## src/rtl/access_enforcer_if.sv

```systemverilog
// Request / authenticator / response bundle for access_enforcer.
// slave: the enforcer side. master: the front end, authenticator and consumer side.
interface access_enforcer_if;
   logic       req_valid;
   logic       req_ready;
   logic [2:0] req_user;
   logic [2:0] req_file;
   logic [1:0] req_op;
   logic [2:0] perm_user;
   logic [2:0] perm_file;
   logic [2:0] perm;
   logic       resp_valid;
   logic       resp_ready;
   logic       resp_grant;
   logic       resp_lock;

   modport slave (
      input  req_valid, req_user, req_file, req_op, perm, resp_ready,
      output req_ready, perm_user, perm_file, resp_valid, resp_grant, resp_lock
   );

   modport master (
      output req_valid, req_user, req_file, req_op, perm, resp_ready,
      input  req_ready, perm_user, perm_file, resp_valid, resp_grant, resp_lock
   );
endinterface

```

## src/rtl/access_enforcer.sv

```systemverilog
// access_enforcer: turns the authenticator's permission vector into handshaked grant/deny
// decisions, with per-user consecutive-failure counting and a timed lockout.
// Optional feature: define ACCESS_AUDIT_EN to add saturating grant_cnt/deny_cnt outputs.
module access_enforcer #(
   parameter int unsigned MAX_FAIL    = 3,
   parameter int unsigned LOCK_CYCLES = 16
) (
   input  logic              clk,
   input  logic              rst,
`ifdef ACCESS_AUDIT_EN
   output logic [7:0]        grant_cnt,
   output logic [7:0]        deny_cnt,
`endif
   access_enforcer_if.slave  bus
);

   localparam logic [1:0] StIdle   = 2'd0;
   localparam logic [1:0] StLookup = 2'd1;
   localparam logic [1:0] StCheck  = 2'd2;
   localparam logic [1:0] StResp   = 2'd3;

   logic [1:0] state_q, state_d;
   logic [2:0] perm_user_q, perm_file_q;
   logic [1:0] op_q;
   logic       grant_q, lock_out_q;

   logic [1:0] fail_cnt_q [8];
   logic [1:0] fail_cnt_d [8];
   logic [7:0] timer_q    [8];
   logic [7:0] timer_d    [8];
   logic [7:0] lock_q, lock_d;

   logic       cur_locked, op_ok, dec_grant, dec_fail, fail_hit;
   logic [2:0] fail_inc;

   // Next-state logic of the request FSM
   always_comb begin
      state_d = state_q;
      unique case (state_q)
         StIdle:   if (bus.req_valid) state_d = StLookup;
         StLookup: state_d = StCheck;
         StCheck:  state_d = StResp;
         StResp:   if (bus.resp_ready) state_d = StIdle;
         default:  state_d = StIdle;
      endcase
   end

   // Decision for the registered request; lock state is the pre-edge value
   always_comb begin
      cur_locked = lock_q[perm_user_q];
      unique case (op_q)
         2'b00:   op_ok = bus.perm[0];
         2'b01:   op_ok = bus.perm[1];
         2'b10:   op_ok = bus.perm[2];
         default: op_ok = 1'b0;
      endcase
      dec_grant = !cur_locked && op_ok;
      dec_fail  = !cur_locked && !op_ok;
      fail_inc  = {1'b0, fail_cnt_q[perm_user_q]} + 3'd1;
      fail_hit  = (fail_inc == 3'(MAX_FAIL));
   end

   // Per-user failure counters and lock timers; a lockout load overrides the decrement
   always_comb begin
      lock_d = lock_q;
      for (int u = 0; u < 8; u++) begin
         fail_cnt_d[u] = fail_cnt_q[u];
         timer_d[u]    = timer_q[u];
         if (timer_q[u] != 8'd0) begin
            timer_d[u] = timer_q[u] - 8'd1;
            if (timer_q[u] == 8'd1) lock_d[u] = 1'b0;
         end
         if (state_q == StCheck && perm_user_q == u[2:0]) begin
            if (dec_grant) begin
               fail_cnt_d[u] = 2'd0;
            end else if (dec_fail) begin
               if (fail_hit) begin
                  lock_d[u]     = 1'b1;
                  timer_d[u]    = 8'(LOCK_CYCLES);
                  fail_cnt_d[u] = 2'd0;
               end else begin
                  fail_cnt_d[u] = fail_inc[1:0];
               end
            end
         end
      end
   end

   // State, request capture, decision registers and per-user tracking
   always_ff @(posedge clk) begin
      if (rst) begin
         state_q     <= StIdle;
         perm_user_q <= 3'd0;
         perm_file_q <= 3'd0;
         op_q        <= 2'd0;
         grant_q     <= 1'b0;
         lock_out_q  <= 1'b0;
         fail_cnt_q  <= '{default: 2'd0};
         timer_q     <= '{default: 8'd0};
         lock_q      <= 8'd0;
      end else begin
         state_q    <= state_d;
         fail_cnt_q <= fail_cnt_d;
         timer_q    <= timer_d;
         lock_q     <= lock_d;
         if (state_q == StIdle && bus.req_valid) begin
            perm_user_q <= bus.req_user;
            perm_file_q <= bus.req_file;
            op_q        <= bus.req_op;
         end
         if (state_q == StCheck) begin
            grant_q    <= dec_grant;
            lock_out_q <= cur_locked;
         end
      end
   end

`ifdef ACCESS_AUDIT_EN
   // Saturating audit counters, bumped on the response handshake
   always_ff @(posedge clk) begin
      if (rst) begin
         grant_cnt <= 8'd0;
         deny_cnt  <= 8'd0;
      end else if (state_q == StResp && bus.resp_ready) begin
         if (grant_q) begin
            if (grant_cnt != 8'hff) grant_cnt <= grant_cnt + 8'd1;
         end else begin
            if (deny_cnt != 8'hff) deny_cnt <= deny_cnt + 8'd1;
         end
      end
   end
`endif

   assign bus.req_ready  = (state_q == StIdle);
   assign bus.resp_valid = (state_q == StResp);
   assign bus.resp_grant = grant_q;
   assign bus.resp_lock  = lock_out_q;
   assign bus.perm_user  = perm_user_q;
   assign bus.perm_file  = perm_file_q;

endmodule
```

## src/flat_wrapper.sv

```systemverilog
// flat-port wrapper written by rule: the top's interface ports become plain ports
module access_enforcer_flat 
#(
   parameter int unsigned MAX_FAIL    = 3,
   parameter int unsigned LOCK_CYCLES = 16
)
  (clk, rst, bus_req_valid, bus_req_user, bus_req_file, bus_req_op, bus_perm, bus_resp_ready, bus_req_ready, bus_perm_user, bus_perm_file, bus_resp_valid, bus_resp_grant, bus_resp_lock);
  access_enforcer_if bus_i ();
  input  logic clk;
  input  logic rst;
  input wire logic [$bits(bus_i.req_valid)-1:0] bus_req_valid;
  input wire logic [$bits(bus_i.req_user)-1:0] bus_req_user;
  input wire logic [$bits(bus_i.req_file)-1:0] bus_req_file;
  input wire logic [$bits(bus_i.req_op)-1:0] bus_req_op;
  input wire logic [$bits(bus_i.perm)-1:0] bus_perm;
  input wire logic [$bits(bus_i.resp_ready)-1:0] bus_resp_ready;
  output wire logic [$bits(bus_i.req_ready)-1:0] bus_req_ready;
  output wire logic [$bits(bus_i.perm_user)-1:0] bus_perm_user;
  output wire logic [$bits(bus_i.perm_file)-1:0] bus_perm_file;
  output wire logic [$bits(bus_i.resp_valid)-1:0] bus_resp_valid;
  output wire logic [$bits(bus_i.resp_grant)-1:0] bus_resp_grant;
  output wire logic [$bits(bus_i.resp_lock)-1:0] bus_resp_lock;
  assign bus_i.req_valid = bus_req_valid;
  assign bus_i.req_user = bus_req_user;
  assign bus_i.req_file = bus_req_file;
  assign bus_i.req_op = bus_req_op;
  assign bus_i.perm = bus_perm;
  assign bus_i.resp_ready = bus_resp_ready;
  assign bus_req_ready = bus_i.req_ready;
  assign bus_perm_user = bus_i.perm_user;
  assign bus_perm_file = bus_i.perm_file;
  assign bus_resp_valid = bus_i.resp_valid;
  assign bus_resp_grant = bus_i.resp_grant;
  assign bus_resp_lock = bus_i.resp_lock;
  access_enforcer #(.MAX_FAIL(MAX_FAIL), .LOCK_CYCLES(LOCK_CYCLES)) u_core (.clk(clk), .rst(rst), .bus(bus_i));
endmodule
```

## config.mk

```make
export PLATFORM = sky130hd
export DESIGN_NAME = access_enforcer_flat
export DESIGN_NICKNAME = d
export VERILOG_FILES = /design/src/rtl/access_enforcer_if.sv /design/src/rtl/access_enforcer.sv /design/src/flat_wrapper.sv
export SDC_FILE = /design/constraint.sdc
export NUM_CORES = 1
export LEC_CHECK = 0
export ABC_AREA = 1
export BUFFER_PORTS_ARGS = -buffer_cell sky130_fd_sc_hd__buf_2
export CAP_MARGIN = 10
export CORE_MARGIN = 2
export CORE_UTILIZATION = 23
export CTS_CLUSTER_SIZE = 28
export DETAILED_ROUTE_END_ITERATION = 6
export GPL_ROUTABILITY_DRIVEN = 0
export GPL_TIMING_DRIVEN = 0
export PLACE_DENSITY = 0.36
export SETUP_SLACK_MARGIN = 0.15
export SYNTH_ARGS = -nofsm -noshare
export SYNTH_HDL_FRONTEND = slang
export SYNTH_SLANG_ARGS = --single-unit
```

## constraint.sdc

```tcl
create_clock -name clk -period 4.4 [get_ports clk]
set_clock_uncertainty 0.2 [all_clocks]
set_input_delay 0.22 -clock clk [delete_from_list [all_inputs] [get_ports clk]]
set_output_delay 0.22 -clock clk [all_outputs]
set_load 0.02 [all_outputs]
```

==> summary.md <==
| Metric | Value |
|---|---|
| Die outline area | 0.0246 mm2 |
| Clock input transition at the sequential cells of the worst setup and hold paths | around 0.070 ns |
| Synthesis-stage register bit count | 100 |
| Leading cell type by number of instances after synthesis | sky130_fd_sc_hd__nand2_1 |
| Global-route track usage on met2 | 16.9% |
| Power density over the cells | around 730 mW/mm2 |
| Clock tree from TritonCTS | yes |
| Biggest area consumer among synthesized cells | sky130_fd_sc_hd__dfxtp_1 |
| Count of different cell masters after synthesis | 32 |
| Worst path required time | around 4.4 ns |
| Max VDD drop | roughly 260 uV |
| Worst hold slack after final layout | approximately 0.030 ns |
| Setup repair after global routing missed its margin | false |
| Fraction of synthesized area in multiplexers | 0% |
| Predominant post-synthesis flop cell | sky130_fd_sc_hd__dfxtp_1 |
| Post-Synth XOR/XNOR Area | under 10% |
| CTS root buf | sky130_fd_sc_hd__clkbuf_16 |
| Buffers plus inverters on the worst setup path | 2 |
| Synth top area cells | sky130_fd_sc_hd__dfxtp_1, sky130_fd_sc_hd__nand2_1, sky130_fd_sc_hd__inv_1 |
| Highest attainable clock frequency | about 470 MHz |
| Vias in the first global route | approximately 4,200 |
| Number of cells on the worst hold path | 3 |
| ANT nets after route | 0 |
| Die Span X | roughly 160 um |
| Chip Height | about 160 um |
| Startpoint kind of the worst setup timing path | flop |
| Peak-usage layer in the global routing report | met2 |
| Adder-cell share of the synthesized area | between 6 and 7% |
| Classification of the worst-slack hold path | in2reg |
| Final-report hold violation count | 0 |
| Clock buffer depth | 2 |
| Port buffer count | 23 |
| Final instance area | approximately 0.0063 mm2 |
| Share of the yosys chip area belonging to registers | about 37% |
| Placeable Area | roughly 0.023 mm2 |
| FF-to-FF path depth | 8 |
| Synth Area in Simple Gates | between 30% and 40% |
| Net Count, Synth | 747 |
| Ranking of synthesized cells by instance count | sky130_fd_sc_hd__nand2_1, sky130_fd_sc_hd__dfxtp_1, sky130_fd_sc_hd__inv_1, sky130_fd_sc_hd__nor2_1, sky130_fd_sc_hd__nor2_2 |
| Min cycle time layout | 2.14 ns |
| Number of ports placed on the die boundary | 25 |
| Met3 Resource Use GR | under 10% |
| Sort of element at the end of the critical path | flop |
| Crit share post-route | 48.5% |
| Global router's overall resource usage | 10.5% |
| Maxcap violations | 0 |
| Number of enable-type register cells in the synthesized netlist | 0 |
| Number of buffers inserted during clock tree synthesis | 9 |
| Leftover overflow at the end of global routing | 0 |
| Clock latency on the worst-skew pair | approximately 0.35 ns |
| Post-route DRC | 0 |
| Number of rows created at floorplan | between 50 and 60 |
| Area growth, synth to finish | 17.2% |
| 1st-iter DRT viols | around 170 |
| Combined area of the multi-input logic cells | 0.00291 mm2 |
| Headroom to the max-slew limit | between 40% and 50% |
| Number of cells produced by synthesis | slightly above 700 |
| Ordered list of cells on the worst path | clkbuf_1 -> inv_2 -> nand3_1 -> nand2_2 -> nor2_8 -> nand3_4 -> nand2_4 -> nor2_2 |
| Async set-reset flop share out of synthesis | 0% |
| Sum of negative setup slack | 0 ns |
| Number of iterations in the first detailed-routing pass | 4 |
| Cell family with the largest share of critical-path delay | simple AND/OR/NAND/NOR gates |
| Placed wire-length estimate | roughly 9000 um |
| Final setup violation count | 0 |
| H-tree depth | 3 |
| Mean Syn Cell Area | 7.62 um2 |
| Met1 GRT Util | about 14% |
| Critical path start-end classification | reg2reg |
| Largest family of logic cells by synthesized area | simple AND/OR/NAND/NOR gates |
| Clock Sinks | 100 |
| Number of pins exceeding their max-slew limit in the final report | 0 |
| Net total in the final layout | between 700 and 800 |
| Final routed wire length divided by cell count | about 11 um |
| Largest net degree at the start of global routing | 16 |
| Yosys top cell area share | a little under two fifths |
| Antenna diodes | 0 |
| Number of buffers inserted to repair setup after CTS | 0 |
| Synthesized-area fraction occupied by ao, oa, aoi and oai cells | under 10% |
| Path length in cells of the critical path | 8 |
| Via total after detailed routing | about 4,200 |
| Arr. time, crit path | 2.18 ns |
| Final routed wirelength across all metal layers | between 10,000 and 15,000 um |
| DR vias/cell | 3.99 |
| Global-route wire length before repair | 20,200 um |
| Share of post-route cells with drive strength above 1 | a little under a fifth |
| Synthesis warning total | 0 |
| Starting Density | around a quarter |
| Antenna violations before repair | 0 |
| Largest fanout of any net on the critical path | 8 |
| Delay contributed by the slowest stage of the critical path | a little under 0.4 ns |
| # fillers | around 2,500 |
| Leakage Power | about 2.8 nW |
| Slew @ Worst Pin | about 0.87 ns |
| Status | finished clean |
| Cell area after technology mapping | ~0.0054 mm2 |
| Combined flip-flop and latch cell area | between 0.002 and 0.0025 mm2 |
| Cell Area, Placed | ~0.0059 mm2 |
| Slowest library cell on the worst path | sky130_fd_sc_hd__clkbuf_1 |
-- what timing repair did --
| action | CTS | global route |
|---|---|---|
| hold buffers | 8 | 0 |
| gates resized for setup | 0 | 0 |
| endpoints found under the hold margin | 8 | 0 |
-- state kept, by name, indices dropped and copies added, names as in the netlist --
signal,flops
u_core.state_q,2
u_core.lock_q,8
u_core.bus.resp_lock,1
u_core.bus.perm_user,3
u_core.op_q,2
u_core.bus.resp_grant,1
u_core.timer_q,64
u_core.fail_cnt_q,16
u_core.bus.perm_file,3
-- routing by layer --
layer,vias to the layer above,part of all wire (%)
li1,2261,-
met1,1918,51
met2,53,45
met3,13,2.8
met4,0,1.8
met5,-,0
-- worst register-to-register path, delay by kind of cell (launching register included) --
kind          cells  cell delay (ns)
buf+inv           2             0.54
flops             1             0.37
simple gates      6             0.93
-- layout make-up --
type / instances / share of cell area, %
plain buffers: 12 / 1.11
clock buffers: 13 / 4.29
multi-input cells: 490 / 46.2
inverters: 103 / 6.18
flip-flops and latches: 100 / 31.8
clock inverters: 3 / 1.07
well taps: 313 / 6.22
repair buffers: 31 / 3.10
-- worst paths after layout --
check / from / to / slack, ns
worst max register to register: u_core.bus.perm_user[2] / u_core.timer_q[18] / 2.26
worst max-delay path: u_core.bus.perm_user[2] / u_core.timer_q[18] / 2.26
worst min register to register: u_core.op_q[1] / u_core.op_q[1] / 0.28
worst min-delay path: bus_req_valid / u_core.state_q[1] / 0.03
-- layout by cell type, fill, tap and decap left out, types with 9 or more instances in the layout --
cell and instances:
sky130_fd_sc_hd__nand2_1 141, sky130_fd_sc_hd__dfxtp_1 100, sky130_fd_sc_hd__inv_1 98, sky130_fd_sc_hd__nor2_1 80, sky130_fd_sc_hd__nor2_2 40, sky130_fd_sc_hd__o21ai_0 31, sky130_fd_sc_hd__a21oi_1 29, sky130_fd_sc_hd__ha_1 27
sky130_fd_sc_hd__buf_2 25, sky130_fd_sc_hd__xor2_1 25, sky130_fd_sc_hd__xnor2_1 22, sky130_fd_sc_hd__nand3_1 21, sky130_fd_sc_hd__a21oi_2 15, sky130_fd_sc_hd__nand2_2 14, sky130_fd_sc_hd__nand4_1 9, sky130_fd_sc_hd__clkbuf_16 9
-- through the flow --
step / instances / setup WS [ns] / utilization (%) / power [W]
3_5_place_dp: 1041 / 2.09 / 25.8 / 0.00376
2_1_floorplan: 705 / 2.44 / - / 0.00332
6_report: 1065 / 2.26 / 27.6 / 0.00462
5_1_grt: 1065 / 2.05 / 27.6 / 0.00509
4_1_cts: 1065 / 2.20 / 27.6 / 0.00470
3_3_place_gp: 1041 / 2.10 / 25.8 / 0.00372
-- power by group --
part	leakage, nW	switching (W)	internal (W)
combinational	1.78	0.00142	0.000885
sequential	0.822	0.000198	0.00122
clock	0.162	0.000352	0.000546
-- logic make-up (layout without fill, tap and decap cells) --
logic type,after synthesis,after routing
simple gates,332,332
buf+inv,115,162
flops,100,100
fa+ha+maj,27,27
xor+xnor,47,47
compound gates,84,84
(Power assumes the default switching activity.)
